<file path="config.mk">
export PLATFORM = sky130hd
export DESIGN_NAME = seq_mul_param
export DESIGN_NICKNAME = d
export VERILOG_FILES = /design/src/rtl/seq_mul_param.sv
export SDC_FILE = /design/constraint.sdc
export NUM_CORES = 1
export LEC_CHECK = 0
export BUFFER_PORTS_ARGS = -buffer_cell sky130_fd_sc_hd__buf_2
export CAP_MARGIN = 20
export CORE_ASPECT_RATIO = 1.2
export CORE_MARGIN = 5
export CORE_UTILIZATION = 34
export DETAILED_ROUTE_END_ITERATION = 7
export PLACE_DENSITY = 0.61
export SLEW_MARGIN = 20
export SYNTH_ARGS = -nofsm -noshare
export SYNTH_HDL_FRONTEND = slang
export SYNTH_SLANG_ARGS = --single-unit
</file>
<file path="constraint.sdc">
create_clock -name Clk -period 5.1 [get_ports Clk]
set_input_delay 0.51 -clock Clk [delete_from_list [all_inputs] [get_ports Clk]]
set_output_delay 0.51 -clock Clk [all_outputs]
set_load 0.02 [all_outputs]
</file>
<file path="src/rtl/seq_mul_param.sv">
// Iterative shift-add multiplier producing the full 2*W-bit product, one multiplier bit per clock.
// Optional macro SEQ_MUL_EARLY_EXIT_EN ends the iteration once the remaining multiplier bits are zero.
module seq_mul_param #(
    parameter int W = 64
) (
    input  logic           Clk,
    input  logic           Rst,
    input  logic           start,
    input  logic [W-1:0]   a,
    input  logic [W-1:0]   b,
    input  logic           a_signed,
    input  logic           b_signed,
    output logic           busy,
    output logic           done,
    output logic [2*W-1:0] y
);
    localparam int CW = $clog2(W) + 1;

    typedef enum logic [1:0] {
        S_IDLE,
        S_RUN,
        S_FINISH
    } state_t;

    state_t         r_state;
    state_t         w_next;
    logic [2*W-1:0] r_acc;
    logic [2*W-1:0] r_mcand;
    logic [2*W-1:0] r_y;
    logic [W-1:0]   r_mplier;
    logic [CW-1:0]  r_count;
    logic           r_neg;
    logic           r_done;

    logic           w_a_neg;
    logic           w_b_neg;
    logic [W-1:0]   w_mag_a;
    logic [W-1:0]   w_mag_b;
    logic           w_last;

    // Negating -2^(W-1) in W bits yields 2^(W-1) as an unsigned magnitude.
    always_comb begin
        w_a_neg = a_signed & a[W-1];
        w_b_neg = b_signed & b[W-1];
        w_mag_a = w_a_neg ? -a : a;
        w_mag_b = w_b_neg ? -b : b;
    end

`ifdef SEQ_MUL_EARLY_EXIT_EN
    // The step taken on this edge consumes mplier[0]; nothing is left once the upper bits are clear.
    assign w_last = (r_count == CW'(W - 1)) || (r_mplier[W-1:1] == '0);
`else
    assign w_last = (r_count == CW'(W - 1));
`endif

    always_ff @(posedge Clk) begin
        if (!Rst) begin
            r_state <= S_IDLE;
        end else begin
            r_state <= w_next;
        end
    end

    always_comb begin
        w_next = r_state;
        case (r_state)
            S_IDLE:   if (start) w_next = S_RUN;
            S_RUN:    if (w_last) w_next = S_FINISH;
            S_FINISH: w_next = S_IDLE;
            default:  w_next = S_IDLE;
        endcase
    end

    always_ff @(posedge Clk) begin
        if (!Rst) begin
            r_acc    <= '0;
            r_mcand  <= '0;
            r_mplier <= '0;
            r_count  <= '0;
            r_neg    <= 1'b0;
            r_y      <= '0;
            r_done   <= 1'b0;
        end else begin
            r_done <= (r_state == S_FINISH);
            case (r_state)
                S_IDLE: begin
                    if (start) begin
                        r_acc    <= '0;
                        r_mcand  <= {{W{1'b0}}, w_mag_a};
                        r_mplier <= w_mag_b;
                        r_count  <= '0;
                        r_neg    <= w_a_neg ^ w_b_neg;
                    end
                end
                S_RUN: begin
                    r_acc    <= r_acc + (r_mplier[0] ? r_mcand : '0);
                    r_mcand  <= r_mcand << 1;
                    r_mplier <= r_mplier >> 1;
                    r_count  <= r_count + CW'(1);
                end
                S_FINISH: begin
                    r_y <= r_neg ? -r_acc : r_acc;
                end
                default: ;
            endcase
        end
    end

    always_comb begin
        busy = (r_state != S_IDLE);
        done = r_done;
        y    = r_y;
    end

endmodule

</file>
==> results.md, run 1 <==
- Status: finished clean
- Clock sinks: about 460
- CTS buffer count: 52
- Initial antenna violation count: 13
- Syn. warnings: 0
- Top-count cell post-synth: dfxtp_1
- Startpoint class of the critical path: flip-flop
- Number of global-route vias before repair: 28750
- P_leak: around 15 nW
- TNS Setup: 0 ns
- Post-synth EDFFs: 0
- Fin. Hold Viols: 0
- Die H: about 340 microns
- Worst Slack Setup Final: approximately 0.54 ns
- Min-delay worst type: in2reg
- Nets@finish: about 4300
- Max VDD drop: ~0.29 mV
- H-tree lvl count: 2
- Slew Viols, Final: 0
- Crit path max-delay cell type: a2111oi_0
- Slew @ Worst Pin: about 1.1 ns
- Largest cells by area after synthesis: dfxtp_1 30%, xor2_1 6.4%, a21oi_1 6.1%, nand2_1 5.6%, ha_1 5.4%
- P&R area growth vs syn: 13.9%
- Grt total ovfl: 0
- Synth top area share: 0.301
- Worst-Skew Late Latency: 0.64 ns
- Crit-path max FO: 14
- Post-CTS Hold Fix Bufs: 0
- Chip width: roughly 280 microns
- Flops & latches, synth: 459
- Post-CTS setup buffer count: 0
- Final worst path period need: around 4.6 ns
- IO buf count: between 200 and 300
- Post-DP HPWL: 83300 microns
- Layout cells sized above 1: 0.116
- Worst hold slack: roughly 0.19 ns
- Rel. slew slack: 0.268
- TritonCTS clock tree: done
- GR Util All Layers: 0.216
- # IOs: 263
- RSZ-0062 raised after global routing: no
- Syn_nets: 4156
- Sequential share of the synthesized area: 0.301
- Period utilization: 0.894
- Cell mode on critical path: buf_4
- Post-DRT Antenna Nets: 0
- Crit path kind: reg2reg
- Critical-path cell list: and2_1 -> ha_1 -> inv_1 -> fa_1 -> nor2b_1 -> o211ai_1 -> a31oi_1 -> a211o_1 -> a31o_2 -> o2111ai_1 -> a2111oi_0 -> buf_4 -> nor2_1 -> o21a_1 -> o31ai_1 -> buf_4 -> mux2i_1 -> nand2_1
- Residual DRC: 0
- Post-synth top cells: 459 x dfxtp_1, 458 x nand2_1, 369 x a21oi_1
- Row cnt: 120
- Initial core utilization: 0.342
- DRT Pass-1 Iters: 7
- Max-Cap Viols: 0
- First-pass GRT wire length: about 170000 microns
- Distinct cells, synth: 78
- Final setup viols: 0
- Synth area leader: dfxtp_1
- CTS Root Cell: clkbuf_16
- Drt via density: between 5 and 6
- Setup crit end kind: flip-flop
- Util after Layout: 0.389
- R2R setup slack: between 0.5 and 0.6 ns
- Critical Path RT: approximately 5.6 ns
- Highest clock rate: 219 MHz
- Synth Flop Type: dfxtp_1
- Ys async rst share: 0
- Core Region: approximately 0.09 sq mm
- Cts repair resizes: 0
- DIE AREA: ~0.096 sq mm
- Largest net degree at the start of global routing: between 100 and 150
- Routability cong.: roughly 1
- Delay of the slowest critical-path stage: ~0.5 ns
- Cell count after synthesis: roughly 3900
- Mapped Area: between 0.03 and 0.04 sq mm
- Routed WL: approximately 110000 microns
- Routed via count: ~30000
- Clk slew on worst S/H paths: about 0.06 ns
- Avg WL per Cell: 20.8 microns
- CP Data Arrival Time: approximately 5 ns
- Iter 0 DRT Violations: approximately 2100
- Clock Path Buffers: 3
- Clock skew: between 0.05 and 0.06 ns
- Avg Cell Area, Syn: about 7.8 sq um
- Worst slack, placed: between 0.6 and 0.7 ns
- Fillers: 9376
- PD cells: between 200 and 300 mW/mm^2
-- worst max-delay path: cells and delay by family (launching register included) --
kind	cells	cell delay (ns)
flops	1	0.48
compound gates	8	2.22
fa+ha+maj	2	0.59
buf+inv	3	0.44
mux	1	0.17
simple gates	4	0.51
-- final timing paths --
path,from,endpoint,cells past startpoint
max reg2reg,r_mplier[0]$_SDFFE_PN0P_,r_acc[104]$_SDFFE_PN0P_,18
max,r_mplier[0]$_SDFFE_PN0P_,r_acc[104]$_SDFFE_PN0P_,18
min,a[0],r_mcand[0]$_SDFFE_PN0P_,3
min reg2reg,r_count[6]$_SDFFE_PN0P_,r_state[1]$_SDFFE_PN0P_,1
-- cell families (layout without fill, tap and decap cells) --
logic type / Yosys count / in the layout / share of synthesized area
simple gates: 1293 / 1293 / 0.211
mux: 4 / 4 / 0.00131
xor+xnor: 360 / 360 / 0.103
fa+ha+maj: 132 / 132 / 0.0544
buf+inv: 322 / 497 / 0.0412
compound gates: 1321 / 1321 / 0.287
flops: 459 / 459 / 0.301
other cells: 0 / 4 / 0
-- power breakdown --
group	internal, W	switching [W]	leakage [nW]
Clock	0.00235	0.00163	0.880
Combinational	0.000447	0.000851	10.4
Sequential	0.00371	0.000117	3.73
-- cell type report --
cell class / count / area, sq um / area share
antenna: 4 / 10.0 / 0.000288
clock buffer: 69 / 1450 / 0.0417
clock inverter: 24 / 343 / 0.00987
inverter: 62 / 233 / 0.00670
multi-input combinational: 3110 / 20100 / 0.579
sequential: 459 / 9190 / 0.265
tap: 1159 / 1450 / 0.0418
timing repair buffer: 342 / 1960 / 0.0564
-- stage by stage --
step                total power [W]  cells  cell area [sq um]
finish                      0.00911   5229              34700
global route                0.00948   5227              34700
CTS                         0.00920   5225              34700
detailed placement          0.00518   5132              32900
global placement            0.00517   5132              32900
floorplan                   0.00473   3891              30500
-- placed cells by master (no fill, tap or decap), types with 123 or more instances in the layout --
master and n:
nand2_1 456, dfxtp_1 457, nor2_1 197, ha_1 131, a21oi_1 369, xnor2_1 138
o21ai_0 316, o221ai_1 123, buf_2 261, and2_1 170, xor2_1 222
-- layer usage --
layer | up-vias | GRT usage | routed length (microns)
met2 | 917 | 0.380 | 52800
met4 | 6 | 0.104 | 5900
li1 | 14535 | - | -
met3 | 243 | 0.0268 | 5170
met5 | - | 0 | 46
met1 | 14165 | 0.263 | 45000
-- flip-flops by register name, indices dropped and copies added, names as in the netlist --
name,count
r_acc,128
r_mplier,64
y,128
r_count,7
r_neg,1
done,1
r_state,2
r_mcand,128
(Power assumes the default switching activity.)
==> run 2: changes to the inputs <==
- ABC_AREA: unset -> 1
- CTS_BUF_LIST: unset -> sky130_fd_sc_hd__clkbuf_8
- RECOVER_POWER: unset -> 25
==> run 2 against run 1 <==
The flow now finishes with violations (capacitance limit, slew limit). Combinational power increased by 52%. Area after synthesis up 31%. Clock skew is 0.0052 ns higher. Largest cell class unchanged.
==> results.md, run 2 <==
- Row cnt: ~140
- Hold endpoint: r_mplier[30]$_SDFFE_PN0P_
- Avg WL per Cell: 20.7 microns
- CTS Root Cell: clkbuf_8
- H-tree lvl count: 3
- Synth Area in Simple Gates: 0.404
- R2R depth: 6
- Mapped Area: between 0.03 and 0.04 sq mm
- R2r endpoint: y[19]$_SDFFE_PN0P_
- Drt via density: around 5.1
- Flops & latches, synth: approximately 460
- Rel. slew slack: -1.14
- Crit path kind: reg2reg
- Post-Synth Adder-Cell Area: 0.0415
- Grt total ovfl: 0
- Synth Area in Compound Gates: 0.148
- DRT Pass-1 Iters: 6
- Sequential share of the synthesized area: 0.230
- Largest cells by area after synthesis: dfxtp_1 23%, nand2_1 22%, inv_1 14%, nor2_1 7.6%, a21oi_1 5.3%
- Crit-path max FO: 92
- Met2 Resource Use GR: 0.469
- # IOs: ~260
- Initial core utilization: 0.343
- Worst-Skew Late Latency: approximately 0.8 ns
- Post-synth top cells: 2367 x nand2_1, 1475 x inv_1, 805 x nor2_1
- Residual DRC: 0
- Synth Flop Type: dfxtp_1
- Number of global-route vias before repair: ~44000
- Min-delay worst type: in2reg
- Met3 Resource Use GR: 0.0385
- Routed WL: between 150000 and 200000 microns
- Status: finished, violations left
- CTS buffer count: just under 90
- Worst slack, placed: ~1.3 ns
- Distinct cells, synth: between 50 and 60
- Multiplexer share of the synthesized area: 0
- Grt peak-use layer: met2
- Layout cells sized above 1: 0.0563
- First-pass GRT wire length: between 200000 and 300000 microns
- R2R setup slack: 0.95 ns
- Clock Path Buffers: 3
- Slew @ Worst Pin: approximately 3.2 ns
- Slew Viols, Final: 462
- Max-Cap Viols: 5
- Failing checks: capacitance limit, slew limit
- P&R area growth vs syn: 11.6%
- Setup crit end kind: flip-flop
- Routability cong.: approximately 1.1
- Chip width: about 320 microns
- Reg2reg start: r_state[1]$_SDFFE_PN0P_
- Cell count after synthesis: about 7300
- Synth area leader: dfxtp_1
- Nets@finish: between 7000 and 8000
- M1 GR Usage: 0.381
- Fin. Hold Viols: 0
- Core Region: ~0.12 sq mm
- Initial antenna violation count: 4
- Hold Crit Start: b[30]
- RSZ-0062 raised after global routing: no
- Ys async rst share: 0
- TNS Setup: 0 ns
- P_leak: between 20 and 25 nW
- Iter 0 DRT Violations: approximately 3800
- Clock skew: between 0.05 and 0.06 ns
- Worst Slack Setup Final: roughly 0.95 ns
- Main combinational cell family by area after synthesis: simple AND/OR/NAND/NOR gates
- Routed via count: 46459
- Startpoint class of the critical path: flip-flop
- DIE AREA: roughly 0.12 sq mm
- Clock sinks: between 400 and 500
- PD cells: around 220 mW/mm^2
- Largest net degree at the start of global routing: 199
- Syn. warnings: 0
- Die H: between 300 and 400 microns
- Commonest non-fill, non-tap cell in the layout: nand2_1
- Post-DP HPWL: between 150000 and 200000 microns
- Critical Path RT: 5.78 ns
- Avg Cell Area, Syn: approximately 5.5 sq um
- Top-count cell post-synth: nand2_1
- CP Data Arrival Time: 4.83 ns
- IO buf count: 262
- Highest clock rate: ~240 MHz
- GR Util All Layers: 0.292
- Final worst path period need: between 4 and 5 ns
- Clk slew on worst S/H paths: approximately 0.060 ns
- Syn_nets: around 7600
- Final setup viols: 0
- Most frequent cells in the layout: 2366 x nand2_1, 1493 x inv_1, 806 x nor2_1
- Max VDD drop: 0.177 mV
- XOR/XNOR Fraction of Synth Area: 0.0164
- Post-synth EDFFs: 0
- TritonCTS clock tree: done
- Hold Path Cell Cnt: 4
- Post-DRT Antenna Nets: 0
- Period utilization: 0.813
- Synth top area share: 0.230
run 2: repair_timing:
action / 4_1_cts / 5_1_grt
setup buffers: 0 / 0
endpoints found under the hold margin: 22 / 0
hold buffers: 22 / 0
gates resized for setup: 0 / 0
run 2: critical path, stage by stage (launching register included):
cell,delay (ns)
dfxtp_1,0.39
nand2_1,0.27
inv_1,2.26
buf_4,0.66
nand2_1,0.12
o221ai_1,0.15
inv_1,0.05
run 2: kinds of logic (layout without fill, tap and decap cells):
| group | count (synthesis) | in the layout |
|---|---|---|
| flops | 459 | 459 |
| other cells | 0 | 7 |
| xor+xnor | 75 | 75 |
| simple gates | 3929 | 3929 |
| compound gates | 1029 | 1029 |
| fa+ha+maj | 132 | 132 |
| buf+inv | 1692 | 1954 |
run 2: cell type report:
cell class / instances / area [sq um]
well taps: 1529 / 1910
fillers: 13397 / 71900
flip-flops and latches: 459 / 9200
clock inverters: 45 / 375
repair buffers: 317 / 1650
diodes: 7 / 17.5
clock buffers: 107 / 1470
inverters: 1485 / 5590
multi-input cells: 5165 / 24400
run 2: how the worst max path moves through the flow:
stage,from,endpoint,slack [ns]
floorplan,r_mplier[0]$_SDFFE_PN0P_,r_acc[64]$_SDFFE_PN0P_,2.35
global placement,r_mplier[0]$_SDFFE_PN0P_,r_acc[105]$_SDFFE_PN0P_,1.21
CTS,r_mplier[0]$_SDFFE_PN0P_,r_acc[118]$_SDFFE_PN0P_,1.23
finish,r_state[1]$_SDFFE_PN0P_,y[19]$_SDFFE_PN0P_,0.95
detailed placement,r_mplier[0]$_SDFFE_PN0P_,r_acc[118]$_SDFFE_PN0P_,1.25
global route,r_state[1]$_SDFFE_PN0P_,y[9]$_SDFFE_PN0P_,0.58
run 2: power breakdown:
part / leakage, nW / internal (W) / switching [W]
Sequential: 3.73 / 0.00371 / 0.000130
Clock: 1.02 / 0.00220 / 0.00182
Combinational: 19.8 / 0.000529 / 0.00145
Total: 24.6 / 0.00643 / 0.00340
run 2: routing by layer:
| layer | share of wire | routed length [microns] |
|---|---|---|
| met2 | 0.44 | 82800 |
| met4 | 0.059 | 11200 |
| met1 | 0.43 | 81000 |
| met3 | 0.070 | 13300 |
| met5 | 0 | 0 |
run 2: per-stage QoR:
stage                     utilization  instance area, sq um  hold slack, ns  total power, W  std cells
final                           0.383                 44600           0.102         0.00984       9114
after detailed placement        0.367                 42700           0.455         0.00584       8933
after global placement          0.367                 42700           0.454         0.00583       8933
after CTS                       0.384                 44800         0.00172         0.00992       9107
after floorplan                     -                 40000           0.441         0.00503       7316
after global routing            0.383                 44600          0.0744          0.0102       9110
